### config.mk
export PLATFORM = sky130hd
export DESIGN_NAME = pipeline_hazard_unit_flat
export DESIGN_NICKNAME = d
export VERILOG_FILES = /design/src/rtl/pipeline_hazard_unit_pkg.sv /design/src/rtl/pipeline_hazard_unit_if.sv /design/src/rtl/pipeline_hazard_unit_match.sv /design/src/rtl/pipeline_hazard_unit.sv /design/src/flat_wrapper.sv
export SDC_FILE = /design/constraint.sdc
export NUM_CORES = 1
export LEC_CHECK = 0
export ABC_AREA = 0
export ABC_CLOCK_PERIOD_IN_PS = 3600
export BUFFER_PORTS_ARGS = -buffer_cell sky130_fd_sc_hd__buf_4
export CAP_MARGIN = 20
export CORE_UTILIZATION = 55
export DETAILED_ROUTE_END_ITERATION = 10
export HOLD_SLACK_MARGIN = 0.15
export PLACE_DENSITY = 0.8
export SYNTH_ARGS = -nofsm -noshare
export SYNTH_HDL_FRONTEND = slang
export SYNTH_HIERARCHICAL = 1
export SYNTH_SLANG_ARGS = --single-unit
### constraint.sdc
create_clock -name clk -period 3.6 [get_ports clk]
set_input_delay 0.54 -clock clk [delete_from_list [all_inputs] [get_ports clk]]
set_output_delay 0.54 -clock clk [all_outputs]
set_load 0.03 [all_outputs]
### src/rtl/pipeline_hazard_unit_pkg.sv
// Shared types for the hazard unit: scoreboard entry layout and the
// forwarding-select encoding.
package pipeline_pkg;

  localparam logic [4:0] REG_ZERO = 5'd0;
  localparam int         FWD_RF   = 0;  // operand from the register file
  localparam int         FWD_MEM  = 1;
  localparam int         FWD_WB   = 2;

  typedef struct packed {
    logic       valid;
    logic [4:0] dest;
    logic       reg_write;
    logic       is_load;
  } sb_entry_t;

  // A producer seen in slot k at ID time sits in slot k+1 once the consumer
  // reaches EX; past the last forwarding slot the register file has it.
  function automatic int fwd_code(input int slot, input int depth);
    return (slot + 1 <= depth) ? slot + 1 : FWD_RF;
  endfunction

endpackage

### src/rtl/pipeline_hazard_unit_if.sv
// ID-stage request and hazard-control response bundle between the pipeline
// (master) and the hazard unit (slave).
interface pipeline_hazard_unit_if #(
  parameter int FWD_DEPTH   = 2,
  parameter int BRANCH_SLOT = 1,
  parameter int CNT_WIDTH   = 32
);
  localparam int SW = $clog2(FWD_DEPTH + 1);

  logic                   id_valid;
  logic [4:0]             id_rs;
  logic [4:0]             id_rt;
  logic                   id_uses_rs;
  logic                   id_uses_rt;
  logic [4:0]             id_dest;
  logic                   id_reg_write;
  logic                   id_mem_read;
  logic                   branch_taken;
  logic                   jump_id;
  logic                   pc_enable;
  logic                   if_id_enable;
  logic [BRANCH_SLOT+1:0] flush;
  logic [SW-1:0]          fwd_sel_a;
  logic [SW-1:0]          fwd_sel_b;
  logic [CNT_WIDTH-1:0]   stall_count;
  logic [CNT_WIDTH-1:0]   flush_count;

  modport master (
    output id_valid, id_rs, id_rt, id_uses_rs, id_uses_rt, id_dest,
           id_reg_write, id_mem_read, branch_taken, jump_id,
    input  pc_enable, if_id_enable, flush, fwd_sel_a, fwd_sel_b,
           stall_count, flush_count
  );

  modport slave (
    input  id_valid, id_rs, id_rt, id_uses_rs, id_uses_rt, id_dest,
           id_reg_write, id_mem_read, branch_taken, jump_id,
    output pc_enable, if_id_enable, flush, fwd_sel_a, fwd_sel_b,
           stall_count, flush_count
  );

endinterface

### src/rtl/pipeline_hazard_unit_match.sv
// Compares one ID source register against every scoreboard slot; also flags
// a load result that is still too young to forward.
module hazard_match
  import pipeline_pkg::*;
#(
  parameter int NUM_SLOTS      = 3,
  parameter int LOAD_USE_DEPTH = 1
) (
  input  logic [4:0]                  src,
  input  logic                        used,
  input  sb_entry_t [NUM_SLOTS-1:0]   slots,
  output logic [NUM_SLOTS-1:0]        match,
  output logic                        load_use
);

  for (genvar k = 0; k < NUM_SLOTS; k++) begin : g_slot
    assign match[k] = used && (src != REG_ZERO) && slots[k].valid &&
                      slots[k].reg_write && (slots[k].dest == src);
  end

  always_comb begin
    load_use = 1'b0;
    for (int k = 0; k < NUM_SLOTS; k++)
      if (k < LOAD_USE_DEPTH && match[k] && slots[k].is_load) load_use = 1'b1;
  end

endmodule

### src/rtl/pipeline_hazard_unit.sv
// Load-use stall, EX operand forwarding select and branch/jump flush control
// driven from a shifting scoreboard of in-flight destinations.
module pipeline_hazard_unit
  import pipeline_pkg::*;
#(
  parameter int FWD_DEPTH      = 2,
  parameter int LOAD_USE_DEPTH = 1,
  parameter int BRANCH_SLOT    = 1,
  parameter int CNT_WIDTH      = 32
) (
  input  logic                  clk,
  input  logic                  reset,
  pipeline_hazard_unit_if.slave hz
);
   localparam int NSLOT = FWD_DEPTH + 1;
   localparam int SW    = $clog2(FWD_DEPTH + 1);

   sb_entry_t [NSLOT-1:0]   sb;
   sb_entry_t               sb_in;
   logic [1:0][4:0]         src;
   logic [1:0]              src_used;
   logic [1:0][NSLOT-1:0]   match;
   logic [1:0]              load_use;
   logic [1:0][SW-1:0]      sel_d;
   logic [1:0][SW-1:0]      sel_q;
   logic                    stall;
   logic                    advance;
   logic                    flush_ev;
   logic [CNT_WIDTH-1:0]    stall_cnt;
   logic [CNT_WIDTH-1:0]    flush_cnt;

   assign src      = {hz.id_rt, hz.id_rs};
   assign src_used = {hz.id_uses_rt & hz.id_valid, hz.id_uses_rs & hz.id_valid};

   for (genvar g = 0; g < 2; g++) begin : g_src
      hazard_match #(.NUM_SLOTS(NSLOT), .LOAD_USE_DEPTH(LOAD_USE_DEPTH)) u_match (
         .src      (src[g]),
         .used     (src_used[g]),
         .slots    (sb),
         .match    (match[g]),
         .load_use (load_use[g])
      );
   end

   // Walk oldest to youngest so the lowest matching slot has the last word.
   always_comb begin
      for (int g = 0; g < 2; g++) begin
         sel_d[g] = SW'(FWD_RF);
         for (int k = NSLOT - 1; k >= 0; k--)
            if (match[g][k]) sel_d[g] = SW'(fwd_code(k, FWD_DEPTH));
      end
   end

   assign stall   = (|load_use) & ~hz.branch_taken;
   assign advance = hz.id_valid & ~stall & ~hz.branch_taken;
   // A jump held behind a stall has not redirected yet, so it is not counted.
   assign flush_ev = hz.branch_taken | (hz.jump_id & ~stall);

   always_comb begin
      sb_in           = '0;
      sb_in.valid     = advance;
      sb_in.dest      = hz.id_dest;
      sb_in.reg_write = hz.id_reg_write;
      sb_in.is_load   = hz.id_mem_read;
   end

   always_ff @(posedge clk) begin
      if (!reset) begin
         sb        <= '0;
         sel_q     <= '0;
         stall_cnt <= '0;
         flush_cnt <= '0;
      end else begin
         for (int k = NSLOT - 1; k >= 1; k--) begin
            if (hz.branch_taken && k <= BRANCH_SLOT) sb[k] <= '0;
            else                                     sb[k] <= sb[k-1];
         end
         sb[0] <= advance ? sb_in : '0;
         for (int g = 0; g < 2; g++) sel_q[g] <= advance ? sel_d[g] : SW'(FWD_RF);
         if (stall && stall_cnt != '1)    stall_cnt <= stall_cnt + 1'b1;
         if (flush_ev && flush_cnt != '1) flush_cnt <= flush_cnt + 1'b1;
      end
   end

   always_comb begin
      hz.pc_enable    = 1'b1;
      hz.if_id_enable = 1'b1;
      hz.flush        = '0;
      if (!reset) begin
         hz.flush = '1;
      end else if (hz.branch_taken) begin
         hz.flush = '1;
      end else if (stall) begin
         hz.pc_enable    = 1'b0;
         hz.if_id_enable = 1'b0;
         hz.flush[1]     = 1'b1;
      end else if (hz.jump_id) begin
         hz.flush[0] = 1'b1;
      end
   end

   assign hz.fwd_sel_a   = sel_q[0];
   assign hz.fwd_sel_b   = sel_q[1];
   assign hz.stall_count = stall_cnt;
   assign hz.flush_count = flush_cnt;

endmodule

### src/flat_wrapper.sv
// flat-port wrapper written by rule: the top's interface ports become plain ports
module pipeline_hazard_unit_flat import pipeline_pkg::*;
#(
  parameter int FWD_DEPTH      = 2,
  parameter int LOAD_USE_DEPTH = 1,
  parameter int BRANCH_SLOT    = 1,
  parameter int CNT_WIDTH      = 32
)
  (clk, reset, hz_id_valid, hz_id_rs, hz_id_rt, hz_id_uses_rs, hz_id_uses_rt, hz_id_dest, hz_id_reg_write, hz_id_mem_read, hz_branch_taken, hz_jump_id, hz_pc_enable, hz_if_id_enable, hz_flush, hz_fwd_sel_a, hz_fwd_sel_b, hz_stall_count, hz_flush_count);
  pipeline_hazard_unit_if #(.FWD_DEPTH(FWD_DEPTH), .BRANCH_SLOT(BRANCH_SLOT), .CNT_WIDTH(CNT_WIDTH)) hz_i ();
  input  logic clk;
  input  logic reset;
  input wire logic [$bits(hz_i.id_valid)-1:0] hz_id_valid;
  input wire logic [$bits(hz_i.id_rs)-1:0] hz_id_rs;
  input wire logic [$bits(hz_i.id_rt)-1:0] hz_id_rt;
  input wire logic [$bits(hz_i.id_uses_rs)-1:0] hz_id_uses_rs;
  input wire logic [$bits(hz_i.id_uses_rt)-1:0] hz_id_uses_rt;
  input wire logic [$bits(hz_i.id_dest)-1:0] hz_id_dest;
  input wire logic [$bits(hz_i.id_reg_write)-1:0] hz_id_reg_write;
  input wire logic [$bits(hz_i.id_mem_read)-1:0] hz_id_mem_read;
  input wire logic [$bits(hz_i.branch_taken)-1:0] hz_branch_taken;
  input wire logic [$bits(hz_i.jump_id)-1:0] hz_jump_id;
  output wire logic [$bits(hz_i.pc_enable)-1:0] hz_pc_enable;
  output wire logic [$bits(hz_i.if_id_enable)-1:0] hz_if_id_enable;
  output wire logic [$bits(hz_i.flush)-1:0] hz_flush;
  output wire logic [$bits(hz_i.fwd_sel_a)-1:0] hz_fwd_sel_a;
  output wire logic [$bits(hz_i.fwd_sel_b)-1:0] hz_fwd_sel_b;
  output wire logic [$bits(hz_i.stall_count)-1:0] hz_stall_count;
  output wire logic [$bits(hz_i.flush_count)-1:0] hz_flush_count;
  assign hz_i.id_valid = hz_id_valid;
  assign hz_i.id_rs = hz_id_rs;
  assign hz_i.id_rt = hz_id_rt;
  assign hz_i.id_uses_rs = hz_id_uses_rs;
  assign hz_i.id_uses_rt = hz_id_uses_rt;
  assign hz_i.id_dest = hz_id_dest;
  assign hz_i.id_reg_write = hz_id_reg_write;
  assign hz_i.id_mem_read = hz_id_mem_read;
  assign hz_i.branch_taken = hz_branch_taken;
  assign hz_i.jump_id = hz_jump_id;
  assign hz_pc_enable = hz_i.pc_enable;
  assign hz_if_id_enable = hz_i.if_id_enable;
  assign hz_flush = hz_i.flush;
  assign hz_fwd_sel_a = hz_i.fwd_sel_a;
  assign hz_fwd_sel_b = hz_i.fwd_sel_b;
  assign hz_stall_count = hz_i.stall_count;
  assign hz_flush_count = hz_i.flush_count;
  pipeline_hazard_unit #(.FWD_DEPTH(FWD_DEPTH), .LOAD_USE_DEPTH(LOAD_USE_DEPTH), .BRANCH_SLOT(BRANCH_SLOT), .CNT_WIDTH(CNT_WIDTH)) u_core (.clk(clk), .reset(reset), .hz(hz_i));
endmodule
==> results.rst, run 1 <==
.. list-table::
   :header-rows: 1

   * - Metric
     - Value
   * - Static Leak
     - 0.001870 uW
   * - Proportion of power drawn by flip-flops and latches
     - 56.7%
   * - Arrival time reported for the critical path endpoint
     - 3.40 ns
   * - Utilization of the core after routing
     - a little under three quarters
   * - Sort of element at the end of the critical path
     - register
   * - Maximum number of buffers from clock root to sink
     - 2
   * - Clock latency on the worst-skew pair
     - ~0.35 ns
   * - Remaining global-route overflow
     - 0
   * - Crit path from
     - u_core/sb[2]
   * - Largest stage delay on the critical path
     - 0.54 ns
   * - Timing endpoint of the critical path
     - u_core/hz.stall_count[31]
   * - Fraction of final layout cells with drive strength greater than 1
     - 23.43%
   * - Number of cell rows
     - 31
   * - Detail Route Antenna Nets
     - 0
   * - Outcome
     - finished, final reports clean
   * - Worst min path class
     - input pin to register
   * - Worst-case setup slack after placement
     - 0.1313 ns
   * - Detailed-placement wirelength estimate
     - 7417 um
   * - Post-detailed-route wirelength per cell
     - roughly 15 um
   * - Register-to-register path setup slack
     - 0.47 ns
   * - Length of the first detailed-routing pass in iterations
     - 4
   * - Post-CTS Repair Setup Buffers
     - 0
   * - Initial standard-cell utilization of the core
     - a little under three fifths
   * - Vias
     - 4095
   * - Maximum vdd drop
     - 0.1930 mV
   * - Fin nets
     - 610
   * - Setup repair after global routing missed its margin
     - no
   * - Remaining DRCs
     - 0
   * - Syn Nets
     - 512
   * - Largest net degree at the start of global routing
     - 52
   * - Routed Wire Length
     - 10260 um
   * - Met1 track utilization from global routing
     - 33.08%
   * - Switching Fraction
     - a little under a quarter
   * - Total of endpoints with negative setup slack in the final report
     - 0
   * - Top-level port count
     - 97
   * - Final weighted congestion in routability-driven placement
     - 0.9010
   * - Post-route worst setup slack
     - 0.4706 ns
   * - Final-report hold violation count
     - 0
   * - Number of diodes
     - 0
   * - Critical Path Source Type
     - register
   * - Vert. Die Dim
     - a little under 90 um
   * - FF-to-FF Start
     - u_core/sb[2]
   * - Register clock-pin slew on the reported worst setup and hold paths
     - 0.08 ns
   * - Number of levels the H-tree was split into
     - 3
   * - Violation count after the first detailed-routing iteration
     - 221
   * - Number of slew-limit violations in the final report
     - 0
   * - Clock tree from TritonCTS
     - done
   * - Post-cts sizing count
     - 0
   * - TNS Setup
     - 0 ns
   * - Post-synthesis to final-layout area growth
     - 24.94%
   * - Number of hold buffers added after cts
     - 0
   * - Chip Width
     - around 90 um
   * - Number of antenna violations at the first check in global routing
     - 0
   * - Synth Cell Area
     - between 0.004 and 0.005 mm2
   * - Mean cell area of the mapped netlist
     - 8.588 um2
   * - Required time at the worst-slack endpoint
     - ~3.9 ns
   * - Upper clock frequency limit
     - 319.6 MHz
   * - Number of cell instances on the worst register-to-register path
     - 8
   * - Min Clock Period, post-route
     - approximately 3.1 ns
   * - Crit share post-route
     - 86.93%
   * - Synth warnings
     - 6
   * - DIE AREA
     - 0.007941 mm2
   * - Met3 GRT Util
     - 4.709%
   * - Start-to-end type of the worst setup path
     - register to register
   * - Core ar.
     - 0.007292 mm2
   * - Areal power density over the cells
     - 315.0 mW/mm2
   * - Max_slew headroom
     - 52.62%
   * - Number of global-route vias before repair
     - 3660
   * - Final setup skew
     - 0.01207 ns
   * - Slowest stage cell on the critical path
     - sky130_fd_sc_hd__or4_4
   * - Global-route total usage across every layer
     - 25.59%
   * - Net switching power figure
     - roughly 390 uW
   * - TritonCTS Buffers
     - 9
   * - Port Buffers
     - 96
   * - Max-cap violations
     - 0
   * - Clock root buffer
     - sky130_fd_sc_hd__clkbuf_8
   * - Combinational power share
     - 6.0%
   * - Worst Max-Slew Pin Slew
     - 0.7054 ns
   * - Synth Instances
     - 486
   * - Vias per std cell
     - between 5 and 6
   * - Num Clock Sinks
     - 83
   * - Fraction of power consumed by the clock network
     - a little under two fifths
   * - Worst r2r dst
     - u_core/hz.stall_count[31]
   * - Critical Path, Cell by Cell
     - xor2_1 > or4_4 > nor4_2 > o21bai_4 > or3_1 > or2_0 > or4_1 > a21oi_1
   * - FILL cells
     - approximately 610
   * - Cell-internal power
     - 1257 uW
   * - Met2 track utilization from global routing
     - 41.64%
   * - CP max FO
     - 8
   * - Global-route wire length before repair
     - between 15000 and 20000 um
   * - Layer carrying the most global-route usage
     - met2
[power by group through the flow]
stage,combinational (uW),clock [uW],sequential (uW)
2_1_floorplan,47.1,0,958
3_3_place_gp,97.2,0,953
3_5_place_dp,99.2,0,953
4_1_cts,99.6,627,932
5_1_grt,107,669,933
6_report,99.2,612,931
[worst max-delay path, delay by kind of cell (launching register included)]
kind,cells,cell delay [ns]
AOI/OAI and AO/OA,2,0.27
xor gates and xnor gates,1,0.15
DFF,1,0.34
and+or+nand+nor,5,2.30
[flip-flops by register name, summed over array words and instances (netlist names)]
register               count
u_core/hz.flush_count     32
u_core/hz.fwd_sel_a        2
u_core/hz.fwd_sel_b        2
u_core/hz.stall_count     32
u_core/sb                 15
[final cells by class]
type                    instances  area, um2  area share, %
flip-flops and latches         83       1662          31.86
well taps                      99      123.9          2.375
inverters                      13      48.80         0.9357
clock inverters                 3      22.52         0.4319
multi-input cells             366       2366          45.37
repair buffers                111      833.3          15.98
clock buffers                  13      158.9          3.047
[through the flow]
step           total power (uW)  cell area (um2)  std cells  hold WS (ns)
2_1_floorplan              1006             4174        486        0.4524
3_3_place_gp               1050             5034        672        0.4632
3_5_place_dp               1052             5034        672        0.4704
4_1_cts                    1658             5215        688        0.3820
5_1_grt                    1708             5215        688        0.3778
6_report                   1643             5215        688        0.3920
[routing by layer]
layer,part of all wire (%),routed length (um)
met1,44,4539
met2,48,4949
met3,5.6,577
met4,1.9,193
met5,0,0
[worst min path at each step]
stage | startpoint | to | slack, ns | cells past startpoint
after floorplan | u_core/sb[7] | u_core/sb[15] | 0.45 | 1
after global placement | u_core/sb[7] | u_core/sb[15] | 0.46 | 1
after detailed placement | u_core/sb[7] | u_core/sb[15] | 0.47 | 1
after CTS | hz_id_dest[2] | u_core/sb[4] | 0.38 | 2
after global routing | hz_id_dest[4] | u_core/sb[6] | 0.38 | 2
final | hz_id_dest[2] | u_core/sb[4] | 0.39 | 2
[cells in the final DEF (no fill, tap or decap), drive strengths merged, types with 2 or more instances in the layout]
master    count
buf         111
dfxtp        83
a21oi        44
nand2        41
or4          34
o31ai        29
nand3        22
xnor2        21
and2         20
o21ai        19
nand4        17
or3          15
nor2         14
clkbuf       13
inv          12
and3         12
nor4         12
mux2i        10
and4          8
nor3          8
nand2b        8
xor2          7
clkinvlp      3
or2           3
o2111ai       2
a211oi        2
nand4bb       2
and3b         2
ha            2
Power figures use the tool's default switching activity.
==> run 2: changes to the inputs <==
--- a/config.mk
+++ b/config.mk
@@ -9,10 +9,9 @@
 export ABC_CLOCK_PERIOD_IN_PS = 3600
 export BUFFER_PORTS_ARGS = -buffer_cell sky130_fd_sc_hd__buf_4
 export CAP_MARGIN = 20
-export CORE_UTILIZATION = 55
+export CORE_UTILIZATION = 40
 export DETAILED_ROUTE_END_ITERATION = 10
 export HOLD_SLACK_MARGIN = 0.15
-export PLACE_DENSITY = 0.8
 export SYNTH_ARGS = -nofsm -noshare
 export SYNTH_HDL_FRONTEND = slang
 export SYNTH_HIERARCHICAL = 1
==> results.rst, run 2 (synthesized netlist as in run 1, its figures left out) <==
.. list-table::
   :header-rows: 1

   * - Metric
     - Value
   * - DIE AREA
     - 0.01085 mm2 (+37%)
   * - Num Clock Sinks
     - 83 (unchanged)
   * - Number of slew-limit violations in the final report
     - 0 (unchanged)
   * - Initial standard-cell utilization of the core
     - 41.93% (-15 points)
   * - Maximum number of buffers from clock root to sink
     - 2 (unchanged)
   * - Routed Wire Length
     - 10640 um (+3.7%)
   * - Chip Width
     - 104.2 um (+17%)
   * - Remaining global-route overflow
     - 0 (unchanged)
   * - Final-report hold violation count
     - 0 (unchanged)
   * - Max-cap violations
     - 0 (unchanged)
   * - Vias per std cell
     - 5.584 (-6.2%)
   * - CP max FO
     - 8 (unchanged)
   * - Outcome
     - finished, final reports clean
   * - Post-synthesis to final-layout area growth
     - 26.26%
   * - Most common cell after layout, fill and taps aside
     - sky130_fd_sc_hd__buf_4
   * - Areal power density over the cells
     - 324.4 mW/mm2 (+3.0%)
   * - Kind of cell adding the most delay to the critical path
     - simple AND/OR/NAND/NOR gates
   * - Min Clock Period, post-route
     - 3.175 ns (+0.04544 ns)
   * - Arrival time reported for the critical path endpoint
     - 3.46 ns (+0.06 ns)
   * - Number of global-route vias before repair
     - 3769 (+3.0%)
   * - Required time at the worst-slack endpoint
     - 3.89 ns (+0.02 ns)
   * - Proportion of power drawn by flip-flops and latches
     - 54.5% (-2.2 points)
   * - Vias
     - 4026 (-1.7%)
   * - Met2 routed WL
     - 4830 um (-2.4%)
   * - Highest routing layer actually used
     - met4
   * - Global-route total usage across every layer
     - 20.39% (-5.2 points)
   * - Number of buffers and inverters on the critical path
     - 0 (unchanged)
   * - Clock latency on the worst-skew pair
     - 0.36 ns (about the same)
   * - TNS Setup
     - 0 ns (unchanged)
   * - Upper clock frequency limit
     - 315.0 MHz (-1.4%)
   * - Violation count after the first detailed-routing iteration
     - 153 (-31%)
   * - Top-level port count
     - 97 (unchanged)
   * - Worst Max-Slew Pin Slew
     - 0.6702 ns (-0.03525 ns)
   * - Fin nets
     - 610 (unchanged)
   * - Highest-count cells in the layout ignoring fill and taps
     - 111 x sky130_fd_sc_hd__buf_4, 83 x sky130_fd_sc_hd__dfxtp_1, 44 x sky130_fd_sc_hd__a21oi_1
   * - Total routed wire length on the met1 layer
     - 5208 um (+15%)
   * - Fraction of power consumed by the clock network
     - 39.7% (+2.4 points)
   * - Static Leak
     - 0.001887 uW (+0.94%)
   * - Register clock-pin slew on the reported worst setup and hold paths
     - 0.08 ns (about the same)
   * - Core ar.
     - 0.009955 mm2 (+37%)
   * - Cell-internal power
     - 1322 uW (+5.2%)
   * - Layout Cell Area excl Fill
     - 0.005270 mm2 (+1.1%)
   * - Number of hold buffers added after cts
     - 0 (unchanged)
   * - Sort of element at the end of the critical path
     - register
   * - Number of antenna violations at the first check in global routing
     - 0 (unchanged)
   * - Setup repair after global routing missed its margin
     - no
   * - Slowest stage cell on the critical path
     - sky130_fd_sc_hd__or4_4
   * - Post-route worst setup slack
     - 0.4252 ns (-0.04544 ns)
   * - Max_slew headroom
     - 54.95% (+2.3 points)
   * - Number of levels the H-tree was split into
     - 3 (unchanged)
   * - Worst-case setup slack after placement
     - 0.1246 ns (-0.006630 ns)
   * - Port Buffers
     - 96 (unchanged)
   * - Detail Route Antenna Nets
     - 0 (unchanged)
   * - Switching Fraction
     - 22.64% (-0.86 points)
   * - Fraction of final layout cells with drive strength greater than 1
     - 23.30% (-0.13 points)
   * - Maximum vdd drop
     - 0.1569 mV (-19%)
   * - Global-route wire length before repair
     - 18240 um (+14%)
   * - Post-detailed-route wirelength per cell
     - 14.76 um (-1.1%)
   * - Clock root buffer
     - sky130_fd_sc_hd__clkbuf_8
   * - Number of diodes
     - 0 (unchanged)
   * - Combinational power share
     - 5.8% (-0.2 points)
   * - Worst min path class
     - input pin to register
   * - Largest net degree at the start of global routing
     - 52 (unchanged)
   * - Net switching power figure
     - 387.1 uW (+0.25%)
   * - Final setup skew
     - 0.01107 ns (-0.0009969 ns)
   * - Crit share post-route
     - 88.19% (+1.3 points)
   * - Length of the first detailed-routing pass in iterations
     - 4 (unchanged)
   * - Critical Path, Cell by Cell
     - xor2_1 > or4_4 > nor4_2 > o21bai_4 > or3_1 > or2_0 > or4_1 > a21oi_1
   * - Vert. Die Dim
     - 104.2 um (+17%)
   * - Total of endpoints with negative setup slack in the final report
     - 0 (unchanged)
   * - Largest stage delay on the critical path
     - 0.55 ns (about the same)
   * - Detailed-placement wirelength estimate
     - 7588 um (+2.3%)
   * - Clock tree from TritonCTS
     - done
   * - Post-CTS Repair Setup Buffers
     - 0 (unchanged)
   * - Number of cell rows
     - 36 (+16%)
   * - Met3 layer wire length in the routed design
     - 506 um (-12%)
   * - Utilization of the core after routing
     - 52.94% (-19 points)
   * - Final weighted congestion in routability-driven placement
     - 0.8818 (-2.1%)
   * - Remaining DRCs
     - 0 (unchanged)
   * - Post-detailed-placement cell area
     - 0.005076 mm2 (+0.85%)
   * - TritonCTS Buffers
     - 9 (unchanged)
   * - Post-cts sizing count
     - 0 (unchanged)
   * - Critical Path Source Type
     - register
   * - Start-to-end type of the worst setup path
     - register to register
[run 2: final cells by class]
| type | count | area [um2] |
|---|---|---|
| Clock buffer | 13 | 158.9 |
| Clock inverter | 2 | 35.03 |
| Fill cell | 978 | 4684 |
| Inverter | 13 | 48.80 |
| Multi-Input combinational cell | 366 | 2366 |
| Sequential cell | 83 | 1662 |
| Tap cell | 133 | 166.4 |
| Timing Repair Buffer | 111 | 833.3 |
[run 2: power groups by stage]
stage               combinational, uW  sequential [uW]  clock (uW)
global route                      110              934         737
floorplan                        47.1              958           0
global placement                 98.8              953           0
finish                           99.6              932         678
CTS                               100              932         699
detailed placement                100              954           0
[run 2: stage by stage]
step                power (uW)  hold WS (ns)  std cells
floorplan                 1006        0.4524        486
global placement          1052        0.4649        706
detailed placement        1054        0.4674        706
CTS                       1732        0.3679        721
global route              1781        0.3767        721
finish                    1710        0.3847        721
[run 2: final timing paths]
path	cells past startpoint	endpoint	start	slack, ns
hold / removal	2	u_core/sb[5]	hz_id_dest[3]	0.38
setup / recovery	8	u_core/hz.stall_count[27]	u_core/sb[2]	0.43
hold reg to reg	1	u_core/sb[15]	u_core/sb[7]	0.48
setup reg to reg	8	u_core/hz.stall_count[27]	u_core/sb[2]	0.43
[run 2: worst reg2reg max path: stages (launching register included)]
cell	delay (ns)
sky130_fd_sc_hd__dfxtp_1	0.35
sky130_fd_sc_hd__xor2_1	0.15
sky130_fd_sc_hd__or4_4	0.55
sky130_fd_sc_hd__nor4_2	0.45
sky130_fd_sc_hd__o21bai_4	0.11
sky130_fd_sc_hd__or3_1	0.45
sky130_fd_sc_hd__or2_0	0.37
sky130_fd_sc_hd__or4_1	0.52
sky130_fd_sc_hd__a21oi_1	0.15
[run 2: metal layers]
metal  vias up  global-route usage, %
met5         -                      0
met4         0                  8.265
met3         7                  3.759
met2        90                  32.71
met1      1915                  26.93
li1       2014                      -
==> run 3: changes to the inputs <==
--- a/config.mk
+++ b/config.mk
@@ -6,7 +6,7 @@
 export NUM_CORES = 1
 export LEC_CHECK = 0
 export ABC_AREA = 0
-export ABC_CLOCK_PERIOD_IN_PS = 3600
+export ABC_CLOCK_PERIOD_IN_PS = 3400
 export BUFFER_PORTS_ARGS = -buffer_cell sky130_fd_sc_hd__buf_4
 export CAP_MARGIN = 20
 export CORE_UTILIZATION = 40
==> constraint.sdc (replaced) <==
create_clock -name clk -period 3.4 [get_ports clk]
set_input_delay 0.51 -clock clk [delete_from_list [all_inputs] [get_ports clk]]
set_output_delay 0.51 -clock clk [all_outputs]
set_load 0.03 [all_outputs]
==> results.rst, run 3 (synthesized netlist as in run 1, its figures left out) <==
.. list-table::
   :header-rows: 1

   * - Metric
     - Value
   * - Utilization of the core after routing
     - 52.92% (about the same)
   * - Max-cap violations
     - 0 (unchanged)
   * - Setup repair after global routing missed its margin
     - no
   * - Outcome
     - finished, final reports clean
   * - Capture endpoint of the worst hold path
     - u_core/sb[4]
   * - Number of cell instances on the worst register-to-register path
     - 8 (unchanged)
   * - Register-to-register path setup slack
     - 0.28 ns (-0.15 ns)
   * - Start-to-end type of the worst setup path
     - register to register
   * - Detailed-placement wirelength estimate
     - 7648 um (+0.80%)
   * - Num Clock Sinks
     - 83 (unchanged)
   * - Number of global-route vias before repair
     - 3652 (-3.1%)
   * - Most common cell after layout, fill and taps aside
     - sky130_fd_sc_hd__buf_4
   * - Static Leak
     - 0.001884 uW (-0.17%)
   * - Upper clock frequency limit
     - 320.5 MHz (+1.8%)
   * - Inst Count DP
     - 710 (+0.57%)
   * - Critical Path, Cell by Cell
     - xor2_1 > or4_4 > nor4_2 > o21bai_4 > or3_1 > or2_0 > or4_1 > a21oi_1
   * - Detail Route Antenna Nets
     - 0 (unchanged)
   * - Fin nets
     - 614 (+0.66%)
   * - Remaining global-route overflow
     - 0 (unchanged)
   * - Post-cts sizing count
     - 0 (unchanged)
   * - Count of cells along the worst hold path
     - 2 (unchanged)
   * - Highest-count cells in the layout ignoring fill and taps
     - 115 x sky130_fd_sc_hd__buf_4, 83 x sky130_fd_sc_hd__dfxtp_1, 44 x sky130_fd_sc_hd__a21oi_1
   * - Post-detailed-route wirelength per cell
     - 14.72 um (-0.23%)
   * - Maximum number of buffers from clock root to sink
     - 2 (unchanged)
   * - Global-route total usage across every layer
     - 20.25% (-0.14 points)
   * - Final weighted congestion in routability-driven placement
     - 0.8824 (about the same)
   * - Slowest stage cell on the critical path
     - sky130_fd_sc_hd__or4_4
   * - Areal power density over the cells
     - 324.4 mW/mm2 (about the same)
   * - Total of endpoints with negative setup slack in the final report
     - 0 (unchanged)
   * - Clock root buffer
     - sky130_fd_sc_hd__clkbuf_8
   * - Min Clock Period, post-route
     - 3.120 ns (-0.05495 ns)
   * - Max_slew headroom
     - 55.54% (+0.59 points)
   * - Clock latency on the worst-skew pair
     - 0.36 ns (about the same)
   * - Routed Wire Length
     - 10690 um (+0.46%)
   * - Port Buffers
     - 96 (unchanged)
   * - Number of buffers and inverters on the critical path
     - 0 (unchanged)
   * - Post-synthesis to final-layout area growth
     - 26.20% (about the same)
   * - Number of levels the H-tree was split into
     - 3 (unchanged)
   * - Number of diodes
     - 0 (unchanged)
   * - Initial standard-cell utilization of the core
     - 41.93% (unchanged)
   * - Length of the first detailed-routing pass in iterations
     - 4 (unchanged)
   * - Core ar.
     - 0.009955 mm2 (unchanged)
   * - TritonCTS Buffers
     - 9 (unchanged)
   * - FF-to-FF Start
     - u_core/sb[2]
   * - Global-route wire length before repair
     - 18040 um (-1.1%)
   * - Crit share post-route
     - 91.76% (+3.6 points)
   * - Number of antenna violations at the first check in global routing
     - 0 (unchanged)
   * - Hold Path Origin
     - hz_id_dest[2]
   * - Sort of element at the end of the critical path
     - register
   * - Largest stage delay on the critical path
     - 0.55 ns (about the same)
   * - TNS Setup
     - 0 ns (unchanged)
   * - Remaining DRCs
     - 0 (unchanged)
   * - Top-level port count
     - 97 (unchanged)
   * - Number of cell rows
     - 36 (unchanged)
   * - Critical Path Source Type
     - register
   * - Vias
     - 4031 (+0.12%)
   * - Number of slew-limit violations in the final report
     - 0 (unchanged)
   * - Kind of cell adding the most delay to the critical path
     - simple AND/OR/NAND/NOR gates
   * - Worst r2r dst
     - u_core/hz.stall_count[29]
   * - Hold Worst Slack
     - 0.3506 ns (-0.03414 ns)
   * - Vias per std cell
     - 5.552 (-0.57%)
   * - Arrival time reported for the critical path endpoint
     - 3.41 ns (-0.05 ns)
   * - Number of hold buffers added after cts
     - 0 (unchanged)
   * - Clock tree from TritonCTS
     - done
   * - Violation count after the first detailed-routing iteration
     - 197 (+29%)
   * - Final setup skew
     - 0.01382 ns (+0.002741 ns)
   * - Final-report hold violation count
     - 0 (unchanged)
   * - Register clock-pin slew on the reported worst setup and hold paths
     - 0.09 ns (about the same)
   * - Chip Width
     - 104.2 um (unchanged)
   * - Vert. Die Dim
     - 104.2 um (unchanged)
   * - DIE AREA
     - 0.01085 mm2 (unchanged)
   * - CP max FO
     - 6 (-2)
   * - Total Power Consumption
     - 1709 uW (about the same)
   * - Required time at the worst-slack endpoint
     - 3.69 ns (-0.20 ns)
   * - Worst min path class
     - input pin to register
   * - Fraction of final layout cells with drive strength greater than 1
     - 23.95% (+0.65 points)
   * - Final cell count without fillers
     - 726 (+0.69%)
   * - Post-CTS Repair Setup Buffers
     - 0 (unchanged)
   * - Largest net degree at the start of global routing
     - 52 (unchanged)
   * - Maximum vdd drop
     - 0.1588 mV (+1.2%)
   * - Worst Max-Slew Pin Slew
     - 0.6620 ns (-0.008187 ns)
==> run 3: report_power, final <==
group	internal [uW]	total [uW]	switching, uW
Clock	262	616	354
Combinational	47.2	107	59.4
Sequential	978	986	8.05
==> run 3: layout make-up <==
class                   instances  area, um2
fillers                       964       4687
multi-input cells             366       2366
flip-flops and latches         83       1662
repair buffers                115      863.3
well taps                     133      166.4
clock buffers                  11      131.4
inverters                      13      48.80
clock inverters                 5      30.03
==> run 3: metrics by stage <==
step	worst slack (ns)	cell area, um2
final	0.2801	5268
after detailed placement	-0.009583	5106
after global routing	0.1137	5268
after CTS	0.2911	5268
after floorplan	0.1542	4174
after global placement	0.05116	5106
==> run 3: worst reg2reg max path, delay by kind of cell, from the launching register on <==
kind | cells | cell delay (ns)
AND/OR/NAND/NOR | 5 | 2.29
flip-flops | 1 | 0.35
AO/OA/AOI/OAI | 2 | 0.28
XOR/XNOR | 1 | 0.15
==> run 3: worst max-delay path by stage <==
stage | from | depth (start not counted) | slack [ns] | endpoint
floorplan | hz_id_rt[0] | 10 | 0.15 | u_core/hz.stall_count[29]
global placement | hz_id_rt[0] | 9 | 0.05 | u_core/hz.stall_count[27]
detailed placement | hz_id_rt[0] | 9 | -0.01 | u_core/hz.stall_count[29]
CTS | u_core/sb[2] | 8 | 0.29 | u_core/hz.stall_count[29]
global route | u_core/sb[2] | 8 | 0.11 | u_core/hz.stall_count[27]
finish | u_core/sb[2] | 8 | 0.28 | u_core/hz.stall_count[29]
==> run 3: routing by layer <==
layer / share of wire, % / wire length (um) / track usage, % / vias up
li1: - / - / - / 2024
met1: 48 / 5163 / 27.87 / 1886
met2: 45 / 4772 / 30.86 / 106
met3: 5.2 / 560 / 3.759 / 15
met4: 1.8 / 192 / 8.776 / 0
met5: 0 / 0 / 0 / -
